--- src/rtl/eer_pkg.sv ---
// Shared constants and types for the energy-aware TDMA node: word width, energy costs,
// unassigned-timeslot code and the transmit scheduler state encoding.
package eer_pkg;

  localparam int WORD_WIDTH = 16;

  // Unassigned slot: the node contends at every slot boundary.
  localparam logic [5:0] TIMESLOT_NONE = 6'h3F;

  localparam logic [WORD_WIDTH-1:0] RX_PKT_NRG = 16'd4;

  // Transmit cost indexed by hop class (1..4 hops).
  localparam logic [3:0][WORD_WIDTH-1:0] TX_COST = {16'd27, 16'd17, 16'd9, 16'd5};

  typedef enum logic [2:0] {
    S_IDLE,
    S_ARB,
    S_WAIT_SLOT,
    S_BUSY,
    S_DONE
  } sched_state_e;

endpackage

--- src/rtl/slot_timer.sv ---
// Free-running TDMA timer: cycle-within-slot counter and frame slot index.
// slotStart is high on the first cycle of every slot.
module slot_timer #(
  parameter int SLOT_CYCLES = 16,
  parameter int FRAME_SLOTS = 32
) (
  input  logic       clk,
  input  logic       nrst,
  output logic [5:0] slotIdx,
  output logic       slotStart
);

  localparam int CW = (SLOT_CYCLES > 1) ? $clog2(SLOT_CYCLES) : 1;

  logic [CW-1:0] slotCnt;

  always_ff @(posedge clk or negedge nrst) begin
    if (!nrst) begin
      slotCnt <= '0;
      slotIdx <= '0;
    end else if (slotCnt == CW'(SLOT_CYCLES - 1)) begin
      slotCnt <= '0;
      slotIdx <= (slotIdx == 6'(FRAME_SLOTS - 1)) ? 6'd0 : slotIdx + 6'd1;
    end else begin
      slotCnt <= slotCnt + CW'(1);
    end
  end

  assign slotStart = (slotCnt == '0);

endmodule

--- src/rtl/tx_slot_scheduler.sv ---
// Per-node TDMA transmit sequencer: round-robin source arbitration, slot wait, one-cycle
// okToSend, completion/timeout tracking. Define ENERGY_ACCT_EN to enable energy accounting.
module tx_slot_scheduler
  import eer_pkg::*;
#(
  parameter int                    N_REQ        = 2,
  parameter int                    SLOT_CYCLES  = 16,
  parameter int                    FRAME_SLOTS  = 32,
  parameter int                    TX_TIMEOUT   = 64,
  parameter logic [WORD_WIDTH-1:0] E_INIT       = 16'h8000,
  parameter logic [WORD_WIDTH-1:0] LOW_E_THRESH = 16'h0800
) (
  input  logic                  clk,
  input  logic                  nrst,
  input  logic [N_REQ-1:0]      req,
  input  logic                  role,
  input  logic [5:0]            timeslot,
  input  logic [1:0]            tx_setting,
  input  logic                  tx_done,
  input  logic                  rx_pulse,
  output logic [N_REQ-1:0]      grant,
  output logic                  okToSend,
  output logic [N_REQ-1:0]      grant_done,
  output logic                  tx_abort,
  output logic [5:0]            slot_idx,
  output logic [WORD_WIDTH-1:0] myEnergy,
  output logic                  low_E
);

  localparam int PW = (N_REQ > 1) ? $clog2(N_REQ) : 1;
  localparam int TW = (TX_TIMEOUT > 1) ? $clog2(TX_TIMEOUT) : 1;

  sched_state_e   stateReg, stateNext;
  logic [N_REQ-1:0] grantReg, grantNext;
  logic [PW-1:0]  rrPtrReg, rrPtrNext;
  logic [TW-1:0]  busyCntReg;
  logic [N_REQ-1:0] effReq;
  logic [PW-1:0]  winnerIdx;
  logic           anyWin;
  logic [5:0]     slotIdx;
  logic           slotStart;
  logic           mySlot;

  slot_timer #(
    .SLOT_CYCLES (SLOT_CYCLES),
    .FRAME_SLOTS (FRAME_SLOTS)
  ) uSlotTimer (
    .clk       (clk),
    .nrst      (nrst),
    .slotIdx   (slotIdx),
    .slotStart (slotStart)
  );

  // A cluster head also owns slot 0 in addition to its assigned slot.
  assign mySlot = slotStart &&
                  ((timeslot == TIMESLOT_NONE) || (slotIdx == timeslot) ||
                   (role && (slotIdx == 6'd0)));

  // Round-robin: scanning downwards lets the rrPtr offset (k=0) win last.
  always_comb begin
    logic [PW-1:0] idx;
    idx       = '0;
    winnerIdx = '0;
    anyWin    = 1'b0;
    for (int k = N_REQ - 1; k >= 0; k--) begin
      idx = PW'((int'(rrPtrReg) + k) % N_REQ);
      if (effReq[idx]) begin
        anyWin    = 1'b1;
        winnerIdx = idx;
      end
    end
  end

  always_comb begin
    stateNext = stateReg;
    grantNext = grantReg;
    rrPtrNext = rrPtrReg;
    okToSend  = 1'b0;
    tx_abort  = 1'b0;
    case (stateReg)
      S_IDLE: begin
        if (|effReq) stateNext = S_ARB;
      end
      S_ARB: begin
        if (anyWin) begin
          grantNext            = '0;
          grantNext[winnerIdx] = 1'b1;
          rrPtrNext = (int'(winnerIdx) == N_REQ - 1) ? '0 : winnerIdx + PW'(1);
          stateNext = S_WAIT_SLOT;
        end else begin
          stateNext = S_IDLE;
        end
      end
      S_WAIT_SLOT: begin
        // A withdrawn request abandons the slot silently.
        if (!(|(req & grantReg))) begin
          grantNext = '0;
          stateNext = S_IDLE;
        end else if (mySlot) begin
          okToSend  = 1'b1;
          stateNext = S_BUSY;
        end
      end
      S_BUSY: begin
        if (tx_done) begin
          stateNext = S_DONE;
        end else if (busyCntReg == TW'(TX_TIMEOUT - 1)) begin
          tx_abort  = 1'b1;
          stateNext = S_DONE;
        end
      end
      S_DONE: begin
        grantNext = '0;
        stateNext = S_IDLE;
      end
      default: begin
        grantNext = '0;
        stateNext = S_IDLE;
      end
    endcase
  end

  always_ff @(posedge clk or negedge nrst) begin
    if (!nrst) begin
      stateReg   <= S_IDLE;
      grantReg   <= '0;
      rrPtrReg   <= '0;
      busyCntReg <= '0;
    end else begin
      stateReg   <= stateNext;
      grantReg   <= grantNext;
      rrPtrReg   <= rrPtrNext;
      busyCntReg <= (stateReg == S_BUSY) ? busyCntReg + TW'(1) : '0;
    end
  end

  assign grant      = ((stateReg == S_WAIT_SLOT) || (stateReg == S_BUSY)) ? grantReg : '0;
  assign grant_done = (stateReg == S_DONE) ? grantReg : '0;
  assign slot_idx   = slotIdx;

`ifdef ENERGY_ACCT_EN
  logic [WORD_WIDTH-1:0] energyReg, energyCost;
  logic                  lowEReg;

  always_comb begin
    energyCost = '0;
    if (rx_pulse) energyCost = RX_PKT_NRG;
    if (okToSend) energyCost = energyCost + TX_COST[tx_setting];
  end

  // Saturating debit; low_E follows the stored energy with one cycle of lag.
  always_ff @(posedge clk or negedge nrst) begin
    if (!nrst) begin
      energyReg <= E_INIT;
      lowEReg   <= 1'b0;
    end else begin
      energyReg <= (energyReg > energyCost) ? energyReg - energyCost : '0;
      lowEReg   <= (energyReg < LOW_E_THRESH);
    end
  end

  assign myEnergy = energyReg;
  assign low_E    = lowEReg;

  // Own sensor data (source 1) is starved when energy is low; responses still go out.
  for (genvar gi = 0; gi < N_REQ; gi++) begin : gReqMask
    if (gi == 1) begin : gMasked
      assign effReq[gi] = req[gi] & ~lowEReg;
    end else begin : gPass
      assign effReq[gi] = req[gi];
    end
  end
`else
  logic unusedEnergyInputs;
  assign unusedEnergyInputs = ^{rx_pulse, tx_setting, LOW_E_THRESH, RX_PKT_NRG, TX_COST};
  assign myEnergy = E_INIT;
  assign low_E    = 1'b0;
  assign effReq   = req;
`endif

endmodule

--- config.mk ---
export PLATFORM = sky130hd
export DESIGN_NAME = tx_slot_scheduler
export DESIGN_NICKNAME = d
export VERILOG_FILES = /design/src/rtl/eer_pkg.sv /design/src/rtl/slot_timer.sv /design/src/rtl/tx_slot_scheduler.sv
export SDC_FILE = /design/constraint.sdc
export NUM_CORES = 1
export LEC_CHECK = 0
export CORE_MARGIN = 3
export CORE_UTILIZATION = 30
export DETAILED_ROUTE_END_ITERATION = 10
export PLACE_DENSITY = 0.53
export SYNTH_ARGS = -nofsm -noshare
export SYNTH_HDL_FRONTEND = slang
export SYNTH_SLANG_ARGS = --single-unit
export TNS_END_PERCENT = 1
--- constraint.sdc ---
create_clock -name clk -period 2.3 [get_ports clk]
set_input_delay 0.46 -clock clk [delete_from_list [all_inputs] [get_ports clk]]
set_output_delay 0.46 -clock clk [all_outputs]
set_load 0.02 [all_outputs]
Word level (Yosys, flattened, before mapping)
Cells that the tools add are included.
{ "totals": {"reg_bits": 22, "inputBits": 15, "output_inout_bits": 29, "elab_cells": 78} }
{ "op_classes": {"addsub": 5, "n_lt_le_gt_ge": 4, "n_eq_ne": 14, "muxes": 32, "bitwise_logic": 2, "reduce_logical": 15} }
{ "op_table": {"columns": ["op", "count"], "rows": [
  ["$mux 1", 16],
  ["$mux 3", 5],
  ["$add 6x1->6 const B", 2],
  ["$eq 6x6->1 const B", 2],
  ["$mux 6", 2],
  ["$pmux 3 s4", 1],
  ["$mux 2", 5],
  ["$eq 3x2->1 const B", 2],
  ["$eq 6x5->1 const B", 1],
  ["$eq 6x6->1", 1],
  ["$logic_not 6->1", 1],
  ["$lt 1x2->1 const B", 3],
  ["$ne 2x2->1 const B", 3],
  ["$ne 3x3->1 const B", 2],
  ["$pmux 2 s3", 1],
  ["$reduce_and 3->1", 2],
  ["$reduce_or 2->1", 3],
  ["$add 4x1->4 const B", 1],
  ["$eq 4x4->1 const B", 1],
  ["$logic_not 4->1", 1],
  ["$mux 4", 1],
  ["$eq 3x1->1 const B", 1],
  ["$eq 3x3->1 const B", 1],
  ["$logic_and 1x1->1", 3],
  ["8 further kinds", 11]
]} }

Depth between registers and ports, before layout
Gate-level depths: netlist of run 1.
{ "depth": {"depth_word": 11, "mapped_depth": 6, "depth_no_buf": 6} }

By module
Synthesis of run 1 repeated with hierarchy kept, for this count alone.
{ "unflattened": {"cells_unflattened": 139, "area_unflattened_um2": 1337.5} }
{ "modules_own_cells": {"columns": ["module", "instances", "cells_each", "area_each_um2", "seq_area_each_um2"], "rows": [
  ["tx_slot_scheduler", 1, 94, 844.6, 300.3],
  ["slot_timer", 1, 45, 493.0, 250.2]
]} }

Worst setup path before layout of run 1
No wires, ideal clock.
{ "synth_path": {"kind": "reg-to-output", "start": "reg uSlotTimer.slotIdx[0]", "end": "out okToSend", "arrival_time_ps": 1630, "required_time_ps": 1840, "slack_ps": 210, "path_stages_with_launch": 7, "path_buffers": 0, "path_cell_list": "dfrtp_1 > inv_1 > ha_1 > or4b_1 > o22ai_1 > a31oi_1 > nor2_1"} }
{ "synth_via": {"elab_chain_cells": 7, "word_cells_on_any_way": 9, "classes_between": "1 x eq/ne; 3 x mux; 5 x reduce/logical"} }
{ "synth_lines": {"columns": ["element", "line_no", "source"], "rows": [
  ["start: declaration", "slot_timer.sv:9", "output logic [5:0] slotIdx,"],
  ["start signal: assignment", "slot_timer.sv:23", "slotIdx <= (slotIdx == 6'(FRAME_SLOTS - 1)) ? 6'd0 : slotIdx + 6'd1;"],
  ["$eq 6x6->1 / $logic_not 6->1 (equally long branches)", "tx_slot_scheduler.sv:56, tx_slot_scheduler.sv:57", null],
  ["$logic_or 1x1->1 / $logic_and 1x1->1 (equally long branches)", "tx_slot_scheduler.sv:56, tx_slot_scheduler.sv:57", null],
  ["$logic_or 1x1->1 (*)", "tx_slot_scheduler.sv:56", "((timeslot == TIMESLOT_NONE) || (slotIdx == timeslot) ||"],
  ["$logic_and 1x1->1 (*)", "tx_slot_scheduler.sv:55", "assign mySlot = slotStart &&"],
  ["$mux 1 (*)", "tx_slot_scheduler.sv:99", "end else if (mySlot) begin"],
  ["$mux 1 (*)", "tx_slot_scheduler.sv:96", "if (!(|(req & grantReg))) begin"],
  ["$mux 1 (*)", "tx_slot_scheduler.sv:80", "case (stateReg)"],
  ["end: declaration", "tx_slot_scheduler.sv:22", "output logic okToSend,"]
]} }
Every way passes the cells marked *; elsewhere a longest branch is shown, timed or not.

Worst setup path after layout of run 1
{ "layout_path": {"start": "reg uSlotTimer.slotIdx[1]", "end": "out okToSend"} }
The elaborated chain is that of the path after synthesis.

==> results.cfg, run 1 <==
[status]
status = finished, violations left
violations = setup timing

[clock_tree]
cts_tree = done
holdBufCountCts = 0
cts_root_buffer = clkbuf_8
numCtsBuffers = 3
clk_latency_ns = 0.26
clockBufferDepth = 2
cts_htree_levels = 1
clk_pin_slew_ns = 0.08
clkSinkCount = 22

[global_route]
groute.usage.overall_pct = 11.3
gr-total-overflow = 0
grt_max_degree = 23
antenna_found_initial = 0
grt_pass1_vias = 1101
grt_pass1_wl_mm = 4.73

[setup_path]
worst-path-buf-inv = 2
max_stage_delay_ns = 0.47
r2r-start = uSlotTimer.slotIdx[1]$_DFFE_PN0N_
required_ns = 1.84
path_class = reg2out
crit_family = simple AND/OR/NAND/NOR gates
startpoint_type = flop
crit_slowest_cell = or4b_4
worstPathArrival_ns = 1.84
reg2reg_to = stateReg[0]$_DFFE_PN0P_
cp_cell_sequence = inv_2 -> ha_1 -> or4b_4 -> o22ai_2 -> a31oi_1 -> nor2_1 -> buf_4
end_kind = output pin
reg2reg_slack_ns = 0.66
crit_fanout = 2
rr_worst_depth = 7

[final_layout]
diodes = 0
fillCellCount = 409
drive_gt1_share_pct = 17.8
final_cell_area_um2 = 1720
fin_nets = 201
area_growth_syn_to_layout_pct = 29.8

[place]
io_buffers = 23
pre_cts_ws_ns = -0.362
placement.cell_area_um2 = 1650
gp_congestion = 0.807
hpwl_mm = 2.20

[min_path]
timing.hold.worst_endpoint = busyCntReg[0]$_DFF_PN0_
hold_class = reg2reg
hold_path_depth = 1
min_from = busyCntReg[0]$_DFF_PN0_

[synth]
synth_top_cell_by_area = dfrtp_1
synth_top_cell_area_share_pct = 41.4
netlist_instances = 140
syn-cell-area_um2 = 1330
avgSynthCellArea_um2 = 9.49
synth_area_leaders = dfrtp_1 (41%), buf_4 (9.6%), xor2_1 (5.3%), ha_1 (4.7%), xnor2_1 (4.6%)
yosys_warnings = 0
yosysSeqAreaShare_pct = 41.4
yosysUniqueCellTypes = 35
ys_ff_latch = 22

[detailed_routing]
via_count = 1068
post_drt_via_cell_ratio = 4.64
post-route-drc-count = 0
post_drt_wl_per_cell_um = 12.4
ant_nets = 0
first_iter_violations = 59
dr.pass1.iters = 4
drt_wl_total_mm = 2.86

[timing]
max_freq_mhz = 434
fin_skew_ns = 0.00493
tns_ns = -0.00469
finalSetupViolCount = 1
hold_viol_final = 0
min_period_ns = 2.30
rsz0062_at_grt = true
fin_crit_sh_pct = 100
setup_ws_ns = -0.00469
drv_slew = 0

[floorplan]
floorplan.die_area_um2 = 5260
die_h_um = 72.6
boundaryPins = 44
core_area_um2 = 4140
die_w_um = 72.6
start_util_pct = 32.1
rows = 23

[power]
internal_power_mw = 0.733
vdd_ir_drop_max_v = 0.000368
p_sw_mw = 0.357
leakage_nw = 0.827
power_frac_comb_pct = 29.0
clkPwrFrac_pct = 25.8
pwr-share-seq_pct = 45.2
switching_share_pct = 32.7
pwr_density_cell_nw_per_um2 = 632

[job]
max_cap_violations = 0
==> worst register-to-register path, cell delays in order, from the launching register on <==
cell and delay [ns]:
dfrtp_1 0.40, inv_2 0.06, ha_1 0.13, or4b_4 0.47
o22ai_2 0.15, a31oi_1 0.07, buf_4 0.15, o22ai_1 0.13
==> how the worst max path moves through the flow <==
stage	slack, ns	depth (start not counted)	end	startpoint
after detailed placement	-0.36	6	okToSend	role
final	-0.005	7	okToSend	uSlotTimer.slotIdx[1]$_DFFE_PN0N_
after floorplan	0.21	6	okToSend	uSlotTimer.slotIdx[0]$_DFFE_PN0N_
after global placement	-0.38	6	okToSend	timeslot[2]
after CTS	-0.06	7	okToSend	uSlotTimer.slotIdx[1]$_DFFE_PN0N_
after global routing	-0.12	7	okToSend	uSlotTimer.slotIdx[1]$_DFFE_PN0N_
==> synthesized netlist by cell type <==
library cell,count
o22ai_1,2
nor3b_1,1
a31oi_1,4
nor3_1,2
nor2_1,14
and2_1,2
or4b_1,1
conb_1,2
a22oi_1,1
or2b_2,1
nand3_1,4
a21o_1,1
o21ai_0,5
or4b_4,1
inv_1,8
o2bb2ai_1,1
nand2_1,8
xnor2_1,7
o41ai_1,1
and3_1,6
mux2_2,1
ha_1,5
nor2b_1,1
buf_6,2
buf_2,1
a21oi_1,3
buf_4,17
nand4_1,3
nor4_2,1
o21a_1,1
xor2_1,8
a311oi_1,1
nor4_1,1
a211oi_1,1
dfrtp_1,22
==> layer usage <==
metal / global-route usage (%) / share of wire (%) / wire length [um]
met3: 3.60 / 5.8 / 165
met5: 0 / 0 / 0
met1: 13.3 / 43 / 1230
met4: 2.46 / 0.35 / 10
met2: 19.8 / 51 / 1450
==> state kept, by name, summed over array words and instances (netlist names) <==
| signal | flops |
|---|---|
| busyCntReg | 6 |
| grantReg | 2 |
| rrPtrReg | 1 |
| stateReg | 3 |
| uSlotTimer.slotCnt | 4 |
| uSlotTimer.slotIdx | 6 |
==> power by group through the flow <==
stage	clock (mW)	combinational [mW]	sequential, mW
global route	0.308	0.361	0.501
finish	0.281	0.316	0.492
global placement	0	0.311	0.496
detailed placement	0	0.316	0.498
floorplan	0	0.236	0.484
CTS	0.291	0.318	0.490
==> cell families (layout without fill, tap and decap cells) <==
kind of cell	after synthesis	in the layout	share of synthesized area, %
buffers and inverters	28	53	13.9
other	2	17	0.565
and+or+nand+nor	46	46	18.6
adders and majority gates	5	5	4.71
AOI/OAI and AO/OA	21	21	10.1
xor gates and xnor gates	15	15	9.89
DFF	22	22	41.4
muxes	1	1	0.847
==> cells in the final DEF (no fill, tap or decap), types with 5 or more instances in the layout <==
master,count
nand2_1,8
clkdlybuf4s50_1,20
xnor2_1,7
and3_1,6
ha_1,5
xor2_1,8
conb_1,17
nor2_1,14
inv_1,7
o21ai_0,5
buf_4,19
dfrtp_1,20
==> what timing repair did <==
action	in CTS	in global routing
setup buffers	0	1
gates resized for setup	6	6
endpoints found under the setup margin	2	3
pin swaps	0	1
==> layout make-up <==
cell class / instances / area [um^2] / area share, %
Multi-Input combinational cell: 105 / 659 / 38.2
Inverter: 8 / 30.0 / 1.74
Tap cell: 50 / 62.6 / 3.63
Clock buffer: 4 / 55.1 / 3.19
Sequential cell: 22 / 553 / 32.1
Timing Repair Buffer: 41 / 364 / 21.1
==> per-stage QoR <==
step | total power [mW] | utilization (%) | hold slack [ns] | std cells
after global placement | 0.807 | 39.8 | 0.467 | 225
after global routing | 1.17 | 41.6 | 0.512 | 230
after floorplan | 0.720 | - | 0.164 | 155
after CTS | 1.10 | 41.1 | 0.481 | 229
after detailed placement | 0.814 | 39.8 | 0.471 | 225
final | 1.09 | 41.6 | 0.480 | 230
No activity file was read; power rests on OpenSTA's default activity.
==> run 2: changes to the inputs <==
--- a/config.mk
+++ b/config.mk
@@ -5,9 +5,11 @@
 export SDC_FILE = /design/constraint.sdc
 export NUM_CORES = 1
 export LEC_CHECK = 0
+export CAP_MARGIN = 15
 export CORE_MARGIN = 3
 export CORE_UTILIZATION = 30
 export DETAILED_ROUTE_END_ITERATION = 10
+export GPL_TIMING_DRIVEN = 1
 export PLACE_DENSITY = 0.53
 export SYNTH_ARGS = -nofsm -noshare
 export SYNTH_HDL_FRONTEND = slang
==> results of run 2 <==
Same layout as run 1: the final DEF is identical, and so are final timing and power.
